==> src/rtl/bip_pkg.sv <==
// rtl/bip_pkg.sv - shared opcodes, source selects, flag indices and multiplier states
package bip_pkg;

  localparam logic [4:0] OP_ADD  = 5'b00100;
  localparam logic [4:0] OP_ADDI = 5'b00101;
  localparam logic [4:0] OP_SUB  = 5'b00110;
  localparam logic [4:0] OP_SUBI = 5'b00111;
  localparam logic [4:0] OP_AND  = 5'b01000;
  localparam logic [4:0] OP_ANDI = 5'b01001;
  localparam logic [4:0] OP_OR   = 5'b01010;
  localparam logic [4:0] OP_ORI  = 5'b01011;
  localparam logic [4:0] OP_XOR  = 5'b01100;
  localparam logic [4:0] OP_XORI = 5'b01101;
  localparam logic [4:0] OP_SLL  = 5'b01110;
  localparam logic [4:0] OP_SRA  = 5'b01111;
  localparam logic [4:0] OP_MUL  = 5'b10000;

  localparam logic [1:0] SELA_MEM  = 2'b00;
  localparam logic [1:0] SELA_IMM  = 2'b01;
  localparam logic [1:0] SELA_ALU  = 2'b10;
  localparam logic [1:0] SELA_HOLD = 2'b11;

  localparam int FLAG_Z = 3;
  localparam int FLAG_N = 2;
  localparam int FLAG_C = 1;
  localparam int FLAG_V = 0;

  typedef enum logic [1:0] {
    ST_IDLE = 2'b00,
    ST_RUN  = 2'b01,
    ST_FIN  = 2'b10
  } mult_state_t;

endpackage

==> src/rtl/bip_datapath_ext_if.sv <==
// rtl/bip_datapath_ext_if.sv - control-unit / memory bus of the BIP datapath
interface bip_datapath_ext_if #(
  parameter int NB_DATA     = 16,
  parameter int NB_OPERANDO = 11,
  parameter int NB_OPCODE   = 5,
  parameter int NB_SEL_A    = 2
);
  logic [NB_SEL_A-1:0]    i_selA;
  logic                   i_selB;
  logic                   i_wrAcc;
  logic [NB_OPCODE-1:0]   i_op;
  logic [NB_OPERANDO-1:0] i_operando;
  logic [NB_DATA-1:0]     i_data;
  logic [NB_DATA-1:0]     o_data;
  logic [3:0]             o_flags;
  logic                   o_busy;
  logic                   o_done;

  modport master (
    output i_selA, i_selB, i_wrAcc, i_op, i_operando, i_data,
    input  o_data, o_flags, o_busy, o_done
  );

  modport slave (
    input  i_selA, i_selB, i_wrAcc, i_op, i_operando, i_data,
    output o_data, o_flags, o_busy, o_done
  );
endinterface

==> src/rtl/bip_seq_mult.sv <==
// rtl/bip_seq_mult.sv - radix-2 shift-add signed multiplier, one bit per cycle
module bip_seq_mult
  import bip_pkg::*;
#(
  parameter int NB_DATA = 16
) (
  input  logic                   clk,
  input  logic                   rst_n,
  input  logic                   start,
  input  logic [NB_DATA-1:0]     a,
  input  logic [NB_DATA-1:0]     b,
  output logic                   busy,
  output logic                   done,
  output logic [2*NB_DATA-1:0]   product
);
  localparam int CW = $clog2(NB_DATA + 1);

  mult_state_t state_q, state_d;
  logic [NB_DATA:0]     ext_a, ext_b, mag_a, mag_b;
  logic [NB_DATA:0]     mplier_q;
  logic [2*NB_DATA-1:0] mcand_q, prod_q;
  logic [CW-1:0]        cnt_q;
  logic                 sign_q;

  // magnitudes are one bit wider so the most-negative operand stays exact
  assign ext_a = {a[NB_DATA-1], a};
  assign ext_b = {b[NB_DATA-1], b};
  assign mag_a = ext_a[NB_DATA] ? (~ext_a + 1'b1) : ext_a;
  assign mag_b = ext_b[NB_DATA] ? (~ext_b + 1'b1) : ext_b;
  assign product = sign_q ? (~prod_q + 1'b1) : prod_q;

  // state register
  always_ff @(posedge clk or negedge rst_n) begin
    if (!rst_n) state_q <= ST_IDLE;
    else        state_q <= state_d;
  end

  // next state and handshake outputs
  always_comb begin
    state_d = state_q;
    busy    = 1'b0;
    done    = 1'b0;
    case (state_q)
      ST_IDLE: if (start) state_d = ST_RUN;
      ST_RUN: begin
        busy = 1'b1;
        if (cnt_q == CW'(NB_DATA - 1)) state_d = ST_FIN;
      end
      ST_FIN: begin
        done    = 1'b1;
        state_d = ST_IDLE;
      end
      default: state_d = ST_IDLE;
    endcase
  end

  // operand latch on start, then one shift-add step per RUN cycle
  always_ff @(posedge clk or negedge rst_n) begin
    if (!rst_n) begin
      mcand_q  <= '0;
      mplier_q <= '0;
      prod_q   <= '0;
      cnt_q    <= '0;
      sign_q   <= 1'b0;
    end else if (state_q == ST_IDLE && start) begin
      mcand_q  <= {{(NB_DATA-1){1'b0}}, mag_a};
      mplier_q <= mag_b;
      prod_q   <= '0;
      cnt_q    <= '0;
      sign_q   <= a[NB_DATA-1] ^ b[NB_DATA-1];
    end else if (state_q == ST_RUN) begin
      if (mplier_q[0]) prod_q <= prod_q + mcand_q;
      mcand_q  <= mcand_q << 1;
      mplier_q <= mplier_q >> 1;
      cnt_q    <= cnt_q + 1'b1;
    end
  end
endmodule

==> src/rtl/bip_datapath_ext.sv <==
// rtl/bip_datapath_ext.sv - BIP accumulator datapath with extended ALU, flags and multiplier
module bip_datapath_ext
  import bip_pkg::*;
#(
  parameter int NB_DATA     = 16,
  parameter int NB_OPERANDO = 11,
  parameter int NB_OPCODE   = 5,
  parameter int NB_SEL_A    = 2
) (
  input  logic                i_clk,
  input  logic                i_rst,
  bip_datapath_ext_if.slave   bus
);
  localparam int MSB   = NB_DATA - 1;
  localparam int NB_SH = $clog2(NB_DATA);

  logic [NB_OPCODE-1:0] op;
  logic [NB_SEL_A-1:0]  sel_a;
  logic [NB_DATA-1:0]   acc_q, operand_ext, b, alu_res, mul_low;
  logic [NB_DATA:0]     sum, diff;
  logic [3:0]           flags_q, alu_flags;
  logic                 alu_c, alu_v, alu_known;
  logic                 accept, mul_start, mul_busy, mul_done, mul_ovf;
  logic [2*NB_DATA-1:0] mul_product;

  assign op          = bus.i_op;
  assign sel_a       = bus.i_selA;
  assign operand_ext = {{(NB_DATA-NB_OPERANDO){bus.i_operando[NB_OPERANDO-1]}}, bus.i_operando};
  assign b           = bus.i_selB ? operand_ext : bus.i_data;
  assign sum         = {1'b0, acc_q} + {1'b0, b};
  assign diff        = {1'b0, acc_q} - {1'b0, b};

  // combinational ALU on acc and B; carry/overflow only meaningful for add/sub
  always_comb begin
    alu_res   = '0;
    alu_c     = 1'b0;
    alu_v     = 1'b0;
    alu_known = 1'b1;
    case (op)
      OP_ADD, OP_ADDI: begin
        alu_res = sum[MSB:0];
        alu_c   = sum[NB_DATA];
        alu_v   = (acc_q[MSB] == b[MSB]) && (alu_res[MSB] != acc_q[MSB]);
      end
      OP_SUB, OP_SUBI: begin
        alu_res = diff[MSB:0];
        alu_c   = diff[NB_DATA];
        alu_v   = (acc_q[MSB] != b[MSB]) && (alu_res[MSB] != acc_q[MSB]);
      end
      OP_AND, OP_ANDI: alu_res = acc_q & b;
      OP_OR,  OP_ORI:  alu_res = acc_q | b;
      OP_XOR, OP_XORI: alu_res = acc_q ^ b;
      OP_SLL:          alu_res = acc_q << b[NB_SH-1:0];
      OP_SRA:          alu_res = $unsigned($signed(acc_q) >>> b[NB_SH-1:0]);
      default:         alu_known = 1'b0;
    endcase
  end

  assign alu_flags = alu_known ? {alu_res == '0, alu_res[MSB], alu_c, alu_v} : 4'b0000;

  // writes are refused for the whole multiply, including the cycle the product lands
  assign accept    = bus.i_wrAcc && !mul_busy && !mul_done;
  assign mul_start = accept && (sel_a == SELA_ALU) && (op == OP_MUL);
  assign mul_low   = mul_product[MSB:0];
  assign mul_ovf   = mul_product != {{NB_DATA{mul_low[MSB]}}, mul_low};

  bip_seq_mult #(.NB_DATA(NB_DATA)) u_mult (
    .clk     (i_clk),
    .rst_n   (i_rst),
    .start   (mul_start),
    .a       (acc_q),
    .b       (b),
    .busy    (mul_busy),
    .done    (mul_done),
    .product (mul_product)
  );

  // accumulator and flags: product write-back first, else the selected single-cycle source
  always_ff @(posedge i_clk or negedge i_rst) begin
    if (!i_rst) begin
      acc_q   <= '0;
      flags_q <= '0;
    end else if (mul_done) begin
      acc_q           <= mul_low;
      flags_q[FLAG_Z] <= (mul_low == '0);
      flags_q[FLAG_N] <= mul_low[MSB];
      flags_q[FLAG_C] <= 1'b0;
      flags_q[FLAG_V] <= mul_ovf;
    end else if (accept && !mul_start) begin
      case (sel_a)
        SELA_MEM: acc_q <= bus.i_data;
        SELA_IMM: acc_q <= operand_ext;
        SELA_ALU: begin
          acc_q   <= alu_res;
          flags_q <= alu_flags;
        end
        default: ;
      endcase
    end
  end

  assign bus.o_data  = acc_q;
  assign bus.o_flags = flags_q;
  assign bus.o_busy  = mul_busy;
  assign bus.o_done  = mul_done;
endmodule

==> src/flat_wrapper.sv <==
// flat-port wrapper written by rule: the top's interface ports become plain ports
module bip_datapath_ext_flat import bip_pkg::*;
#(
  parameter int NB_DATA     = 16,
  parameter int NB_OPERANDO = 11,
  parameter int NB_OPCODE   = 5,
  parameter int NB_SEL_A    = 2
)
  (i_clk, i_rst, bus_i_selA, bus_i_selB, bus_i_wrAcc, bus_i_op, bus_i_operando, bus_i_data, bus_o_data, bus_o_flags, bus_o_busy, bus_o_done);
  bip_datapath_ext_if #(.NB_DATA(NB_DATA), .NB_OPERANDO(NB_OPERANDO), .NB_OPCODE(NB_OPCODE), .NB_SEL_A(NB_SEL_A)) bus_i ();
  input  logic i_clk;
  input  logic i_rst;
  input wire logic [$bits(bus_i.i_selA)-1:0] bus_i_selA;
  input wire logic [$bits(bus_i.i_selB)-1:0] bus_i_selB;
  input wire logic [$bits(bus_i.i_wrAcc)-1:0] bus_i_wrAcc;
  input wire logic [$bits(bus_i.i_op)-1:0] bus_i_op;
  input wire logic [$bits(bus_i.i_operando)-1:0] bus_i_operando;
  input wire logic [$bits(bus_i.i_data)-1:0] bus_i_data;
  output wire logic [$bits(bus_i.o_data)-1:0] bus_o_data;
  output wire logic [$bits(bus_i.o_flags)-1:0] bus_o_flags;
  output wire logic [$bits(bus_i.o_busy)-1:0] bus_o_busy;
  output wire logic [$bits(bus_i.o_done)-1:0] bus_o_done;
  assign bus_i.i_selA = bus_i_selA;
  assign bus_i.i_selB = bus_i_selB;
  assign bus_i.i_wrAcc = bus_i_wrAcc;
  assign bus_i.i_op = bus_i_op;
  assign bus_i.i_operando = bus_i_operando;
  assign bus_i.i_data = bus_i_data;
  assign bus_o_data = bus_i.o_data;
  assign bus_o_flags = bus_i.o_flags;
  assign bus_o_busy = bus_i.o_busy;
  assign bus_o_done = bus_i.o_done;
  bip_datapath_ext #(.NB_DATA(NB_DATA), .NB_OPERANDO(NB_OPERANDO), .NB_OPCODE(NB_OPCODE), .NB_SEL_A(NB_SEL_A)) u_core (.i_clk(i_clk), .i_rst(i_rst), .bus(bus_i));
endmodule
==> config.mk <==
export PLATFORM = sky130hd
export DESIGN_NAME = bip_datapath_ext_flat
export DESIGN_NICKNAME = d
export VERILOG_FILES = /design/src/rtl/bip_pkg.sv /design/src/rtl/bip_datapath_ext_if.sv /design/src/rtl/bip_seq_mult.sv /design/src/rtl/bip_datapath_ext.sv /design/src/flat_wrapper.sv
export SDC_FILE = /design/constraint.sdc
export NUM_CORES = 1
export LEC_CHECK = 0
export CAP_MARGIN = 20
export CORE_UTILIZATION = 44
export DETAILED_ROUTE_END_ITERATION = 8
export PLACE_DENSITY = 0.75
export SYNTH_ARGS = -nofsm -noshare
export SYNTH_HDL_FRONTEND = slang
export SYNTH_HIERARCHICAL = 1
export SYNTH_SLANG_ARGS = --single-unit
==> constraint.sdc <==
create_clock -name i_clk -period 4.01 [get_ports i_clk]
set_input_delay 0.802 -clock i_clk [delete_from_list [all_inputs] [get_ports i_clk]]
set_output_delay 0.802 -clock i_clk [all_outputs]
set_load 0.05 [all_outputs]
After elaboration in Yosys (flattened, before gate mapping). Index checks and enable logic that the tools add are counted.

Register bits: 109. Input port bits: 38. Output and inout bits: 22. Word-level logic and storage cells: 108.

$add $sub $neg: 7. Eq/ne operators: 25. Shift operators: 2. Muxes and demuxes: 29. Bitwise gates (word level): 7. Reduce and logical (&&, ||, !) cells: 30.

Operator list (number): $mux W32 (6); $pmux W16 S7 (1); $mux W17 (4); $mux W16 (3); $pmux W16 S3 (1); $eq A5 B4 Y1 const B (9); $add A17 B1 Y17 const B (2); $not A17 Y17 (2); $add A32 B1 Y32 const B (1); $add A32 B32 Y32 (1); $logic_not A16 Y1 (2); $not A32 Y32 (1); $eq A5 B3 Y1 const B (4); $add A16 B16 Y17 (1); $sub A16 B16 Y17 (1); $and A16 B16 Y16 (1); $mux W4 (4); $ne A16 B16 Y1 (1); $or A16 B16 Y16 (1); $shl A16 B4 Y16 (1); $sshr A16 B4 Y16 (1); $xor A16 B16 Y16 (1); $reduce_or A12 Y1 (1); $mux W5 (2); 20 further kinds (48).

Logic depth before layout (Yosys ltp). Gate-level depths: netlist of run 1.

Depth after elaboration: 11. Gate-level depth with buffers: 17. Gate-level depth less buffers: 15.

By module. The synthesis of run 1 kept the hierarchy.

By module, submodules not included: bip_seq_mult (times used 1, cells an instance 728, area an instance 6326.1 um^2, sequential area each 2227.1 um^2); bip_datapath_ext (times used 1, cells an instance 762, area an instance 5776.8 um^2, sequential area each 500.5 um^2).

Least setup slack after synthesis of run 1. Ideal clock, no wire load.

Path type: input to register. Start point: in bus_i_selB. End point: reg u_core.flags_q[3] (netlist: u_core/bus.o_flags[3]). Library setup time: 0.095 ns. Arrival time: 4.317 ns. Required time: 3.915 ns. Slack: -0.403 ns. Cell stages on the path: 14. Buffers on the path: 3. Path through: buf_6 -> mux2i_4 -> clkbuf_1 -> clkbuf_1 -> ha_1 -> or2_1 -> a21oi_1 -> o311a_1 -> nor3_1 -> or4_1 -> a2111o_1 -> nor4_1 -> nand4_1 -> o31ai_1.

Word-level cells in the longest chain between the ends: 8. Elaborated cells on any way between the ends: 14. Those cells by class: add/sub: 2; shift: 2; mux: 6; bitwise: 3; reduce/logical: 1.

RTL lines: start: declaration (line flat_wrapper.sv:14) `input wire logic [$bits(bus_i.i_selB)-1:0] bus_i_selB;`; $mux W16 * (line bip_datapath_ext.sv:29) `assign b = bus.i_selB ? operand_ext : bus.i_data;`; $sub A16 B16 Y17 (tied with other cells) (line bip_datapath_ext.sv:31) `assign diff = {1'b0, acc_q} - {1'b0, b};`; $pmux W16 S7 * (line bip_datapath_ext.sv:39) `case (op)`; $logic_not A16 Y1 * (line bip_datapath_ext.sv:59) `assign alu_flags = alu_known ? {alu_res == '0, alu_res[MSB], alu_c, alu_v} : 4'b0000;`; $mux W4 * (line bip_datapath_ext.sv:59); $mux W4 * (line bip_datapath_ext.sv:90) `case (sel_a)`; $mux W4 * (line bip_datapath_ext.sv:89) `end else if (accept && !mul_start) begin`; $mux W4 * (line bip_datapath_ext.sv:83) `end else if (mul_done) begin`; end signal: indexed assignment (line bip_datapath_ext.sv:85) `flags_q[FLAG_Z] <= (mul_low == '0);`; end signal: indexed assignment (line bip_datapath_ext.sv:86) `flags_q[FLAG_N] <= mul_low[MSB];`; end signal: indexed assignment (line bip_datapath_ext.sv:88) `flags_q[FLAG_V] <= mul_ovf;`; end: declaration (line bip_datapath_ext.sv:21) `logic [3:0] flags_q, alu_flags;`.

Mark *: on every way between the ends. The rest lies on a longest branch, timed or not. The select of a mux whose other input is x is not followed. A chain may end at the register's enable or synchronous reset.

Worst setup path after layout of run 1.
Start point: reg u_core.u_mult.prod_q[3]. End point: reg u_core.flags_q[0] (netlist: u_core/bus.o_flags[0]).

Word-level cells in the longest chain between the ends: 5.

RTL lines: start: declaration (line bip_seq_mult.sv:21) `logic [2*NB_DATA-1:0] mcand_q, prod_q;`; start signal: assignment (line bip_seq_mult.sv:72) `if (mplier_q[0]) prod_q <= prod_q + mcand_q;`; $not A32 Y32 (line bip_seq_mult.sv:30) `assign product = sign_q ? (~prod_q + 1'b1) : prod_q;`; $add A32 B1 Y32 (line bip_seq_mult.sv:30); $mux W32 (line bip_seq_mult.sv:30); via u_core.mul_product[28] (line bip_datapath_ext.sv:24) `logic [2*NB_DATA-1:0] mul_product;`; $ne A16 B16 Y1 (line bip_datapath_ext.sv:65) `assign mul_ovf = mul_product != {{NB_DATA{mul_low[MSB]}}, mul_low};`; $mux W4 (line bip_datapath_ext.sv:83).

The timed path passes the listed nets, and every way through them passes these cells.

==> impl_metrics.tcl, run 1 <==
set metrics [dict create \
    p_int_w 0.004729 \
    synth-edff-count 0 \
    syn-mean-instance-area_sq_um 8.123 \
    critPathArrivalTime_ns 4.50 \
    drtAntennaViolNets 0 \
    yosysWarningCount 6 \
    critical_path_depth 14 \
    final-setup-viol-count 1 \
    top_level_ports 60 \
    worst_slew_pin_slew_ns 0.9343 \
    hp-class "flip-flop to flip-flop" \
    postRouteWirelength_mm 45.19 \
    clock_power_frac 0.104 \
    async_reset_ff_frac 1.000 \
    tritoncts "done" \
    grt.total_usage 0.3151 \
    worst_ir_drop_on_vdd_v 0.0003665 \
    route.detailed.vias_per_inst 6.394 \
    core.rowCount 60 \
    total_leakage_power_nw 6.733 \
    cts_max_path_buffers 2 \
    syn2layout_area_growth_pct 27.45 \
    peak_fanout_along_the_critical_path 3 \
    drc_errors 0 \
    dp_hpwl_mm 34.83 \
    timing.critical_path.cells "nor4_2 -> nand2_1 -> or4_4 -> or4_4 -> or4_4 -> or4_4 -> or4_4 -> o21ai_2 -> xnor2_2 -> nand4_1 -> nor3_1 -> a31oi_1 -> o21ai_1 -> a31oi_1" \
    placedInstanceArea_sq_um 14710 \
    timing.critical_path.max_delay_family "simple AND/OR/NAND/NOR gates" \
    grt_pass1_vias 12570 \
    number_of_antenna_violations_at_the_first_check_in_global_routing 0 \
    grt_max_degree 57 \
    initial_utilization 0.4491 \
    global_route_wire_length_before_repair_mm 69.67 \
    synthesis.instances 1490 \
    cpMostUsedCell "or4_4" \
    worst_setup_path_end_kind "flip-flop" \
    nFillCells 2407 \
    most_instantiated_flip_flop_cell_in_the_synthesis_netlist "dfrtp_1" \
    yosys_register_bits 109 \
    achievable-frequency_ghz 0.2347 \
    tritoncts_num_sinks 109 \
    timing.reg2reg.worst_path_depth 14 \
    final_critical_path_setup_slack_ns -0.2505 \
    fin_hold_ws_ns 0.4954 \
    hold_path_depth 1 \
    cts-htree-levels 3 \
    slowest_delay_ns 0.50 \
    critPathKind "flip-flop to flip-flop" \
    wire_per_inst_um 21.75 \
    timing.max_slew.rel_slack 0.3756 \
    detail_route.first_pass.iterations 5 \
    final_max_slew_viol_count 0 \
    final.period_utilization 1.062 \
    antenna_cells_inserted 0 \
    path_clk_slew_ns 0.08 \
    core_area_sq_um 26950 \
    post-route-min-period_ns 4.261 \
    seq_area_sq_um 2728 \
    finalHoldViolations 0 \
    grt_remaining_overflow 0 \
    power.net_switching_w 0.004383 \
    iter_0_drt_violations 1475 \
    failed_checks "setup timing" \
    synth.net_count 1624 \
    clock_insertion_delay_worst_skew_ns 0.36 \
    multi_input_comb_area_sq_um 9021 \
    synth.cell_area_sq_um 12100 \
    routed-via-count 13290 \
    combPwrFrac 0.670 \
    layout-drive-gt1-share 0.2297 \
    grt_setup_unrepaired "yes" \
    dieWidth_um 167.9 \
    cts-buffers-inserted 9 \
    die-area_sq_um 28170 \
    maxCapViolations 0 \
    final_std_cell_area_no_fill_sq_um 15420 \
    cp_num_buf_inv 0 \
    synth.lib_cells_used.distinct 86 \
    sequentialPowerShare 0.226 \
    crit_path_top_delay_cell "or4_4" \
    die_h_um 167.9 \
    status "finished, violations left" \
    final_net_count 1866 \
    worst_ep_required_time_ns 4.25 \
    cts_root_buf "clkbuf_16" \
    clock_skew_ns 0.01353 \
    power.switching_fraction 0.4811 \
    power.density_nw_per_um2 590.8 \
    post_synthesis_sequential_area_ratio 0.2254 \
    critical_path.startpoint_type "flip-flop" \
    place_congestion 1.055 \
    postCtsHoldBufs 0 \
    port-buffer-count 59 \
]
[placed cells by master (no fill, tap or decap), types with 18 or more instances in the layout]
cell type,synthesis,final
a22o_1,23,23
o22ai_1,46,46
nand2_1,134,134
clkdlybuf4s50_1,0,49
a211oi_1,31,29
ha_1,93,81
o21ai_0,108,104
mux4_2,23,23
mux2i_1,38,31
xnor2_1,69,67
a21o_1,24,24
o31ai_1,32,29
nand4_1,18,18
a21oi_1,122,118
inv_1,72,70
nor3_1,32,31
xor2_1,22,22
nor2_1,95,92
dfrtp_1,109,109
nand3_1,28,28
buf_4,2,257
[cell usage after synthesis, types with 10 or more instances]
cell,number,area share
a22o_1,23,0.017
o31ai_1,32,0.020
nor3_1,32,0.013
nor2_1,95,0.029
mux4_2,23,0.043
a211oi_1,31,0.019
nand4_1,18,0.0093
a21oi_1,122,0.050
o41ai_1,12,0.0087
o211ai_1,17,0.011
nand3_1,28,0.012
nor4_1,12,0.0062
clkbuf_1,74,0.023
or4_1,10,0.0062
inv_1,72,0.022
a31oi_1,15,0.0078
ha_1,93,0.096
dfrtp_1,109,0.23
o21ai_0,108,0.045
nand2b_1,13,0.0067
xnor2_1,69,0.050
mux2i_1,38,0.031
or3_1,11,0.0057
a22oi_1,17,0.011
a21o_1,24,0.015
xor2_1,22,0.016
o22ai_1,46,0.024
nand2_1,134,0.042
[layout make-up]
| class | instances | area share |
|---|---|---|
| Clock buffer | 10 | 0.01484 |
| Clock inverter | 6 | 0.005029 |
| Inverter | 77 | 0.01890 |
| Multi-Input combinational cell | 1212 | 0.5848 |
| Sequential cell | 109 | 0.1768 |
| Tap cell | 341 | 0.02766 |
| Timing Repair Buffer | 323 | 0.1719 |
[state kept, by name, summed over array words and instances (netlist names)]
signal and cells:
u_core/u_mult/mplier_q 17, u_core/bus.o_data 16, u_core/u_mult/mcand_q 32, u_core/bus.o_flags 4, u_core/u_mult/state_q 2, u_core/u_mult/sign_q 1
u_core/u_mult/prod_q 32, u_core/u_mult/cnt_q 5
[logic make-up after synthesis]
family	count (synthesis)	synth area share
xor gates and xnor gates	91	0.06585
muxes	70	0.08663
adders and majority gates	96	0.1011
AOI/OAI and AO/OA	538	0.2929
DFF	109	0.2254
buffers and inverters	169	0.05634
and+or+nand+nor	417	0.1718
[worst reg2reg max path: cells and delay by family, from the launching register on]
kind / cells / cell delay (ns)
flops: 1 / 0.39
xor+xnor: 1 / 0.15
simple gates: 9 / 3.03
compound gates: 4 / 0.57
[layer usage]
layer / vias up / global-route usage / part of all wire
li1: 6108 / - / -
met2: 668 / 0.5328 / 0.47
met3: 136 / 0.02774 / 0.063
met4: 0 / 0.1412 / 0.045
met5: - / 0 / 0
met1: 6374 / 0.4103 / 0.42
[metrics by stage]
stage / util / TNS [ns] / total power [W] / instances / worst slack (ns)
2_1_floorplan: - / -0.01658 / 0.005748 / 1490 / -0.01658
3_3_place_gp: 0.5459 / -7.767 / 0.007668 / 2049 / -0.6415
3_5_place_dp: 0.5459 / -8.375 / 0.007822 / 2049 / -0.6481
4_1_cts: 0.5669 / -0.3122 / 0.008917 / 2075 / -0.2579
5_1_grt: 0.5723 / -0.4569 / 0.009726 / 2078 / -0.4373
6_report: 0.5723 / -0.2505 / 0.009112 / 2078 / -0.2505
[power by group through the flow]
| stage | logic, W | clock network, W | registers (W) |
|---|---|---|---|
| 2_1_floorplan | 0.00363 | 0 | 0.00212 |
| 3_3_place_gp | 0.00566 | 0 | 0.00201 |
| 3_5_place_dp | 0.00578 | 0 | 0.00204 |
| 4_1_cts | 0.00593 | 0.000962 | 0.00203 |
| 5_1_grt | 0.00661 | 0.00101 | 0.00211 |
| 6_report | 0.00611 | 0.000950 | 0.00206 |
[worst paths after layout]
path / start / to / slack [ns]
max in group asynchronous: i_rst / u_core/bus.o_data[3] / 2.73
max: u_core/u_mult/prod_q[3] / u_core/bus.o_flags[0] / -0.25
max reg2reg: u_core/u_mult/prod_q[3] / u_core/bus.o_flags[0] / -0.25
min reg2reg: u_core/u_mult/mplier_q[16] / u_core/u_mult/mplier_q[16] / 0.50
min in group asynchronous: i_rst / u_core/u_mult/mcand_q[26] / 0.51
min: u_core/u_mult/mplier_q[16] / u_core/u_mult/mplier_q[16] / 0.50
[what timing repair did]
action | in CTS | in global routing
gates resized for setup | 45 | 25
setup buffers | 11 | 3
pin swaps | 21 | 14
setup endpoints to repair | 11 | 6
(Power assumes the default switching activity.)
==> run 2: changes to the inputs <==
--- a/config.mk
+++ b/config.mk
@@ -8,7 +8,7 @@
 export CAP_MARGIN = 20
 export CORE_UTILIZATION = 44
 export DETAILED_ROUTE_END_ITERATION = 8
-export PLACE_DENSITY = 0.75
+export PLACE_DENSITY_LB_ADDON = 0.15
 export SYNTH_ARGS = -nofsm -noshare
 export SYNTH_HDL_FRONTEND = slang
 export SYNTH_HIERARCHICAL = 1
==> run 2 against run 1 <==
Against the previous run:
- the run still ends with setup timing left
- flip-flop and latch count did not move
- largest power group unchanged
- power rose by 0.29%
- global-route usage rose by 1.7 points
- clock power rose by 1%
==> impl_metrics.tcl, run 2 (same netlist as run 1, synthesis figures left out) <==
set metrics [dict create \
    layout.core_utilization 0.5751 \
    crit_path_top_delay_cell "or4_4" \
    grt_remaining_overflow 0 \
    critPathKind "flip-flop to flip-flop" \
    maxCapViolations 0 \
    global_route_wire_length_before_repair_mm 72.80 \
    drtAntennaViolNets 0 \
    number_of_antenna_violations_at_the_first_check_in_global_routing 0 \
    route.detailed.vias_per_inst 6.197 \
    postCtsHoldBufs 0 \
    syn2layout_area_growth_pct 28.06 \
    worst_ep_required_time_ns 4.26 \
    grt_max_degree 62 \
    die-area_sq_um 28170 \
    sequentialPowerShare 0.223 \
    core_area_sq_um 26950 \
    final.period_utilization 1.055 \
    final_max_slew_viol_count 0 \
    timing.reg2reg.worst_path_depth 14 \
    fin_hold_ws_ns 0.4968 \
    hold_start "u_core/u_mult/mplier_q[4]" \
    fin_total_pwr_w 0.009139 \
    iter_0_drt_violations 1111 \
    worst_slew_pin_slew_ns 0.9187 \
    final_cell_mix "269 x buf_4, 133 x nand2_1, 120 x a21oi_1" \
    place_congestion 1.008 \
    cpMostUsedCell "or4_4" \
    route.top_layer_used "met4" \
    cts_root_buf "clkbuf_16" \
    peak_fanout_along_the_critical_path 4 \
    worstReg2RegStart "u_core/u_mult/prod_q[3]" \
    p_int_w 0.004780 \
    grt.total_usage 0.3323 \
    m1WireLength_mm 20.03 \
    final_net_count 1875 \
    final_critical_path_setup_slack_ns -0.2208 \
    nFillCells 2551 \
    achievable-frequency_ghz 0.2364 \
    postRouteWirelength_mm 46.79 \
    slowest_delay_ns 0.51 \
    detail_route.first_pass.iterations 6 \
    critPathArrivalTime_ns 4.48 \
    worst_ir_drop_on_vdd_v 0.0005060 \
    clock_power_frac 0.105 \
    core.rowCount 60 \
    dp_hpwl_mm 37.26 \
    finalHoldViolations 0 \
    r2r-end "u_core/bus.o_flags[0]" \
    worst_setup_path_end_kind "flip-flop" \
    cts-buffers-inserted 9 \
    status "finished, violations left" \
    cp_num_buf_inv 0 \
    timing.max_slew.rel_slack 0.3853 \
    cts_max_path_buffers 2 \
    power.net_switching_w 0.004359 \
    timing.critical_path.cells "nor4_4 -> nand2_1 -> or4_4 -> or4_4 -> or4_4 -> or4_4 -> or4_4 -> o21ai_2 -> xnor2_2 -> nand2_1 -> nor3_2 -> a31oi_1 -> o21ai_1 -> a31oi_1" \
    port-buffer-count 59 \
    timing.critical_path.max_delay_family "simple AND/OR/NAND/NOR gates" \
    power.switching_fraction 0.4770 \
    initial_utilization 0.4491 \
    post-route-min-period_ns 4.231 \
    r2r_slack_ns -0.22 \
    combPwrFrac 0.672 \
    die_h_um 167.9 \
    top_level_ports 60 \
    critical_path.startpoint_type "flip-flop" \
    met3_routed_length_mm 2.422 \
    met2_wirelength_mm 22.25 \
    cts-htree-levels 3 \
    antenna_cells_inserted 0 \
    hold_path_depth 2 \
    grt_pass1_vias 12650 \
    clock_skew_ns 0.01412 \
    final-setup-viol-count 1 \
    tritoncts "done" \
    power.density_nw_per_um2 589.7 \
    hp-class "flip-flop to flip-flop" \
    wire_per_inst_um 22.42 \
    total_leakage_power_nw 6.845 \
    layout_top_registers "u_core/u_mult/mcand_q: 32 flops, u_core/u_mult/prod_q: 32 flops, u_core/u_mult/mplier_q: 17 flops" \
    tritoncts_num_sinks 109 \
    dieWidth_um 167.9 \
    final_common_cell "buf_4" \
    path_clk_slew_ns 0.08 \
    drc_errors 0 \
    timing.hold.worst_endpoint "u_core/u_mult/mplier_q[4]" \
    grt_setup_unrepaired "yes" \
    layout-drive-gt1-share 0.2331 \
    failed_checks "setup timing" \
    clock_insertion_delay_worst_skew_ns 0.36 \
    routed-via-count 12930 \
]
[run 2: cell count changes in the layout (fill, tap and decap cells not counted), moves of 2 or more]
cell | previous run | this run
buf_12 | 4 | 6
clkdlybuf4s50_1 | 49 | 44
dlygate4sd2_1 | 4 | 0
ha_2 | 7 | 0
o31ai_4 | 2 | 0
dlymetal6s2s_1 | 3 | 11
a21oi_2 | 3 | 1
buf_6 | 3 | 1
a311oi_2 | 0 | 2
a21oi_1 | 118 | 120
ha_1 | 81 | 87
buf_8 | 3 | 0
buf_4 | 257 | 269
[run 2: layer usage]
layer,track usage,vias up
li1,-,6110
met3,0.03550,120
met4,0.1484,0
met1,0.4339,6263
met5,0,-
met2,0.5560,441
[run 2: power by group through the flow]
stage / Clock (W) / Combinational [W] / Sequential, W
4_1_cts: 0.000982 / 0.00600 / 0.00202
3_3_place_gp: 0 / 0.00589 / 0.00202
5_1_grt: 0.00102 / 0.00672 / 0.00210
6_report: 0.000961 / 0.00614 / 0.00204
2_1_floorplan: 0 / 0.00363 / 0.00212
3_5_place_dp: 0 / 0.00594 / 0.00203
[run 2: repair_timing]
action | 4_1_cts | 5_1_grt
endpoints found under the setup margin | 12 | 11
buffers inserted | 2 | 7
gates resized for setup | 17 | 50
pin swaps | 6 | 19
[run 2: worst max path at each step]
stage,to,depth (start not counted),slack (ns),start
floorplan,u_core/bus.o_data[10],17,-0.02,bus_i_selB
detailed placement,u_core/bus.o_flags[3],14,-0.76,bus_i_selB
finish,u_core/bus.o_flags[0],14,-0.22,u_core/u_mult/prod_q[3]
global placement,u_core/bus.o_data[12],14,-0.71,bus_i_selB
CTS,u_core/bus.o_flags[0],14,-0.21,u_core/u_mult/prod_q[4]
global route,u_core/bus.o_flags[0],14,-0.42,u_core/u_mult/prod_q[3]
[run 2: worst register-to-register path, stage by stage, from the launching register on]
cell and delay [ns]:
dfrtp_1 0.41, nor4_4 0.28, nand2_1 0.11, or4_4 0.45, or4_4 0.50, or4_4 0.43, or4_4 0.51, or4_4 0.45
o21ai_2 0.17, xnor2_2 0.13, nand2_1 0.09, nor3_2 0.17, a31oi_1 0.06, o21ai_1 0.24, a31oi_1 0.11
[run 2: area by class of cell]
type                       count  area, sq um  area share
clock buffer                  10        239.0     0.01542
clock inverter                 6        75.07    0.004844
inverter                      77        291.5     0.01881
multi-input combinational   1212         9005      0.5810
sequential                   109         2728      0.1760
tap                          341        426.7     0.02753
timing repair buffer         332         2734      0.1764
[run 2: stage by stage]
step	std cells	instance area [sq um]	setup TNS (ns)	setup slack, ns
after floorplan	1490	12220	-0.01658	-0.01658
after global placement	2063	14870	-7.886	-0.7128
after detailed placement	2063	14870	-8.866	-0.7638
after CTS	2081	15260	-0.2067	-0.2067
after global routing	2087	15500	-0.4465	-0.4155
final	2087	15500	-0.2208	-0.2208
